$ cat src/rtl/av2_recon_pkg.sv
// Shared types and helpers for the AV2 reconstruction adder: FSM states,
// legal block edge sizes and the size legality check.
package av2_recon_pkg;

    typedef enum logic [1:0] {
        ST_IDLE  = 2'd0,
        ST_RUN   = 2'd1,
        ST_DRAIN = 2'd2
    } state_t;

    localparam int SIZE_W = 7;

    localparam logic [SIZE_W-1:0] SIZE_4  = 7'd4;
    localparam logic [SIZE_W-1:0] SIZE_8  = 7'd8;
    localparam logic [SIZE_W-1:0] SIZE_16 = 7'd16;
    localparam logic [SIZE_W-1:0] SIZE_32 = 7'd32;
    localparam logic [SIZE_W-1:0] SIZE_64 = 7'd64;

    localparam int CLIP_CNT_W = 13;

    function automatic logic size_legal(input logic [SIZE_W-1:0] s);
        return (s == SIZE_4) || (s == SIZE_8) || (s == SIZE_16) ||
               (s == SIZE_32) || (s == SIZE_64);
    endfunction

endpackage

$ cat src/rtl/av2_clip_pixel.sv
// Combinational residual + prediction add with clipping to the pixel range;
// flags when the raw sum fell outside [0, 2^BIT_DEPTH-1].
module av2_clip_pixel #(
    parameter int BIT_DEPTH = 10
) (
    input  logic signed [15:0]          res,
    input  logic        [BIT_DEPTH-1:0] pred,
    output logic        [BIT_DEPTH-1:0] pix,
    output logic                        clipped
);

    localparam logic signed [17:0] PIX_MAX = $signed(18'((1 << BIT_DEPTH) - 1));

    logic signed [17:0] res_ext;
    logic signed [17:0] pred_ext;
    logic signed [17:0] sum;

    // 18 bits hold the full range of a 16-bit residual plus a 12-bit pixel.
    assign res_ext  = $signed({{2{res[15]}}, res});
    assign pred_ext = $signed({{(18 - BIT_DEPTH){1'b0}}, pred});
    assign sum      = res_ext + pred_ext;

    always_comb begin
        pix     = sum[BIT_DEPTH-1:0];
        clipped = 1'b0;
        if (sum[17]) begin
            pix     = '0;
            clipped = 1'b1;
        end else if (sum > PIX_MAX) begin
            pix     = '1;
            clipped = 1'b1;
        end
    end

endmodule

$ cat src/rtl/av2_recon_add.sv
// AV2 reconstruction adder: joins residual and prediction streams, adds and
// clips each pair into a one-deep output register. Optional AV2_RECON_CLIP_CNT_EN
// adds a per-block clip_count output.
module av2_recon_add
    import av2_recon_pkg::*;
#(
    parameter int BIT_DEPTH    = 10,
    parameter int MAX_BLK_SIZE = 64
) (
    input  logic                 clk,
    input  logic                 rst_n,
    input  logic                 start,
    input  logic [6:0]           blk_width,
    input  logic [6:0]           blk_height,
    input  logic                 res_valid,
    output logic                 res_ready,
    input  logic signed [15:0]   res_data,
    input  logic                 pred_valid,
    output logic                 pred_ready,
    input  logic [BIT_DEPTH-1:0] pred_data,
    output logic                 rec_valid,
    input  logic                 rec_ready,
    output logic [BIT_DEPTH-1:0] rec_data,
    output logic                 rec_last,
    output logic                 busy,
    output logic                 done,
    output logic                 size_err
`ifdef AV2_RECON_CLIP_CNT_EN
    ,
    output logic [CLIP_CNT_W-1:0] clip_count
`endif
);

    localparam int CNT_W = $clog2(MAX_BLK_SIZE * MAX_BLK_SIZE);

    state_t             state_q;
    state_t             state_d;
    logic [CNT_W-1:0]   cnt_q;
    logic [CNT_W-1:0]   term_q;
    logic [13:0]        area;
    logic               size_ok;
    logic               start_ok;
    logic               in_ready;
    logic               consume;
    logic               last_pair;
    logic [BIT_DEPTH-1:0] pix;
    logic               clipped;

    assign size_ok  = size_legal(blk_width) && size_legal(blk_height) &&
                      (int'(blk_width) <= MAX_BLK_SIZE) &&
                      (int'(blk_height) <= MAX_BLK_SIZE);
    assign start_ok = (state_q == ST_IDLE) && start && size_ok;
    assign area     = 14'(blk_width) * 14'(blk_height);

    // The output register frees up in the same cycle it is accepted, so a
    // consume can replace it with no bubble.
    assign in_ready   = (state_q == ST_RUN) && (!rec_valid || rec_ready);
    assign consume    = in_ready && res_valid && pred_valid;
    assign res_ready  = in_ready;
    assign pred_ready = in_ready;
    assign last_pair  = (cnt_q == term_q);

    assign busy = (state_q != ST_IDLE);
    assign done = (state_q == ST_DRAIN) && rec_valid && rec_ready;

    av2_clip_pixel #(
        .BIT_DEPTH(BIT_DEPTH)
    ) u_clip (
        .res    (res_data),
        .pred   (pred_data),
        .pix    (pix),
        .clipped(clipped)
    );

    always_comb begin
        state_d = state_q;
        unique case (state_q)
            ST_IDLE:  if (start_ok) state_d = ST_RUN;
            ST_RUN:   if (consume && last_pair) state_d = ST_DRAIN;
            ST_DRAIN: if (rec_valid && rec_ready) state_d = ST_IDLE;
            default:  state_d = ST_IDLE;
        endcase
    end

    // NOTE: state registers use non-blocking assignments so every flop samples
    // pre-edge values; reset is synchronous, so it lives inside the clocked branch.
    always_ff @(posedge clk) begin
        if (!rst_n) begin
            state_q   <= ST_IDLE;
            cnt_q     <= '0;
            term_q    <= '0;
            rec_valid <= 1'b0;
            rec_data  <= '0;
            rec_last  <= 1'b0;
            size_err  <= 1'b0;
        end else begin
            state_q  <= state_d;
            size_err <= (state_q == ST_IDLE) && start && !size_ok;

            if (start_ok) begin
                cnt_q  <= '0;
                term_q <= CNT_W'(area - 14'd1);
            end else if (consume) begin
                cnt_q <= cnt_q + CNT_W'(1);
            end

            if (consume) begin
                rec_valid <= 1'b1;
                rec_data  <= pix;
                rec_last  <= last_pair;
            end else if (rec_ready) begin
                rec_valid <= 1'b0;
                rec_last  <= 1'b0;
            end
        end
    end

`ifdef AV2_RECON_CLIP_CNT_EN
    always_ff @(posedge clk) begin
        if (!rst_n) begin
            clip_count <= '0;
        end else if (start_ok) begin
            clip_count <= '0;
        end else if (consume && clipped) begin
            clip_count <= clip_count + CLIP_CNT_W'(1);
        end
    end
`endif

endmodule

$ cat config.mk
export PLATFORM = sky130hd
export DESIGN_NAME = av2_recon_add
export DESIGN_NICKNAME = d
export VERILOG_FILES = /design/src/rtl/av2_recon_pkg.sv /design/src/rtl/av2_clip_pixel.sv /design/src/rtl/av2_recon_add.sv
export SDC_FILE = /design/constraint.sdc
export NUM_CORES = 1
export LEC_CHECK = 0
export ABC_AREA = 1
export CELL_PAD_IN_SITES_DETAIL_PLACEMENT = 1
export CELL_PAD_IN_SITES_GLOBAL_PLACEMENT = 1
export CORE_MARGIN = 2
export CORE_UTILIZATION = 35
export CTS_CLUSTER_DIAMETER = 200
export DETAILED_ROUTE_END_ITERATION = 10
export GPL_TIMING_DRIVEN = 0
export PLACE_DENSITY = 0.77
export SYNTH_ARGS = -nofsm -noshare
export SYNTH_HDL_FRONTEND = slang
export SYNTH_HIERARCHICAL = 1
export SYNTH_SLANG_ARGS = --single-unit
$ cat constraint.sdc
create_clock -name clk -period 8.8 [get_ports clk]
set_input_delay 1.32 -clock clk [delete_from_list [all_inputs] [get_ports clk]]
set_output_delay 1.32 -clock clk [all_outputs]
set_load 0.01 [all_outputs]
==> qor.yml <==
synthesis:
  synthCells: 754
  yosys_warnings: 6
  syn_avg_cell_area_um2: 6.40
  synth_area_um2: 4820
  syn_nets: 866
setup_path:
  critPathKind: "in2reg"
  arrival_ns: 5.03
  slowest_stage: "fa_1"
  critPathTopFamily: "adder cells"
  cp_common_cell: "fa_1"
  rrSetupSlack_ns: 7.09
  start_kind: "primary input"
  critPathMaxStageDelay_ns: 0.53
  critPathBufInv: 4
  end_kind: "flip-flop"
  cp.required_ns: 8.98
  cp_cell_sequence: "clkbuf_1 -> nand2_1 -> inv_1 -> fa_1 -> fa_1 -> fa_1 -> inv_1 -> fa_1 -> inv_1 -> ha_1 -> nand2_1 -> o21ai_0 -> nand3_1 -> nand3_1 -> nand2_1 -> nor2_1 -> nor2_1"
  cp_max_fo: 8
status:
  status: "finished clean"
cells_and_area:
  fin_nets: 921
  diodes: 0
  drive_gt1_share_pct: 7.16
  num-fill-cells: 1813
  finalNonFillerCells: 986
  syn2layout_area_growth_pct: 18.1
clock_network:
  cts.root.buffer_cell: "clkbuf_16"
  cts_num_sinks: 39
  htree_num_levels: 2
  cts_made_buffers: 5
  clkTransAtPathRegs_ns: 0.06
  clock_latency_ns: 0.29
  cts_tree: "done"
  hold_buffers: 0
  cts-resized-gates: 0
  cts_setup_buffers: 0
  clk_path_buf_depth: 2
sta:
  tightest_slew_ns: 0.506
  period_share_pct: 55.1
  finalSetupViolations: 0
  fin_tns_setup_ns: 0
  hold_viol_final: 0
  skew_ns: 0.00698
  rsz0062_at_grt: "no"
  maxClockFrequency_mhz: 206
  max_slew_margin_pct: 66.3
  slew_viol_final: 0
  finalCriticalPeriod_ns: 4.85
place:
  dp.cells: 978
  dp_hpwl_um: 10700
  io_buffers: 48
  place_congestion: 0.860
die:
  ioPinCount: 63
  fp-row-count: 42
  dieArea_um2: 14700
  die_w_um: 121
  initial_core_util_pct: 36.1
  core_area_um2: 13300
  die_h_um: 121
global_routing:
  grt_overflow: 0
  grt_max_degree: 13
  grt_pass1_vias: 4921
  antenna_found_initial: 0
  grt_usage_pct: 18.1
  grt_pass1_wl_um: 21700
power:
  p_leak_uw: 0.00313
  power_density_nw_per_um2: 150
  power.total_uw: 855
  vdd_drop_max_uv: 74.7
detailed_routing:
  drt-initial-drc-count: 167
  wire_per_inst_um: 12.8
  num_vias: 4590
  postRouteAntennaNets: 0
  drc: 0
  vias_per_cell: 4.66
  first_pass_iters: 4
  routed_wl_um: 12600
flow_run:
  maxCapViolations: 0
min_path:
  hp-class: "reg2reg"
-- cell type report --
cell class	instances	area, µm²	area share (%)
Sequential cell	39	781	13.7
Inverter	163	612	10.7
Buffer	26	180	3.16
Tap cell	176	220	3.87
Timing Repair Buffer	48	480	8.43
Clock buffer	6	139	2.44
Multi-Input combinational cell	526	3250	57.0
Clock inverter	2	35.0	0.615
-- power by group --
| group | switching, µW | leakage (µW) | internal, µW | total, µW |
|---|---|---|---|---|
| registers | 0.325 | 0.000314 | 177 | 177 |
| logic | 282 | 0.00273 | 185 | 467 |
| clock network | 70.2 | 0.0000868 | 141 | 211 |
-- stage by stage --
stage / hold WS [ns] / setup WS, ns / utilization [%] / area, µm²
floorplan: 0.442 / 4.00 / - / 4820
global placement: 0.453 / 3.64 / 41.4 / 5520
detailed placement: 0.459 / 3.62 / 41.4 / 5520
CTS: 0.467 / 3.90 / 42.7 / 5700
global route: 0.494 / 3.65 / 42.7 / 5700
finish: 0.463 / 3.95 / 42.7 / 5700
-- registers in the layout, summed over array words and instances (netlist names) --
register	flops
cnt_q	12
size_err	1
state_q	2
rec_valid	1
term_q	12
rec_last	1
rec_data	10
-- worst register-to-register path: stages, from the launching register on --
cell and delay, ns:
dfxtp_1 0.33, inv_1 0.07, nor2_1 0.21, nand4_1 0.28, nor2_1 0.26, nand2_1 0.14, nor2_1 0.13, nand2_1 0.08
a21oi_1 0.14
-- path summary, 6_finish.rpt --
path	end	cells past startpoint	start
min reg2reg	term_q[0]$_SDFFE_PN0P_	2	term_q[0]$_SDFFE_PN0P_
max	term_q[10]$_SDFFE_PN0P_	17	blk_width[0]
min	term_q[0]$_SDFFE_PN0P_	2	term_q[0]$_SDFFE_PN0P_
max reg2reg	cnt_q[10]$_SDFFE_PP0P_	8	state_q[0]$_SDFFE_PN0P_
-- cell usage in the layout, fill, tap and decap left out, drive strengths merged, types with 22 or more instances in the layout --
cell / instances
fa: 30
nand2: 251
inv: 163
dfxtp: 39
clkdlybuf4s50: 48
a21oi: 31
nand3: 48
xor2: 22
nor2: 67
ha: 36
-- routing by layer --
layer / wire [µm] / GRT usage [%]
met1: 5610 / 22.0
met2: 6580 / 33.8
met3: 268 / 2.02
met4: 161 / 4.02
met5: 0 / 0
Note: power is estimated with default switching activity, not from simulation.
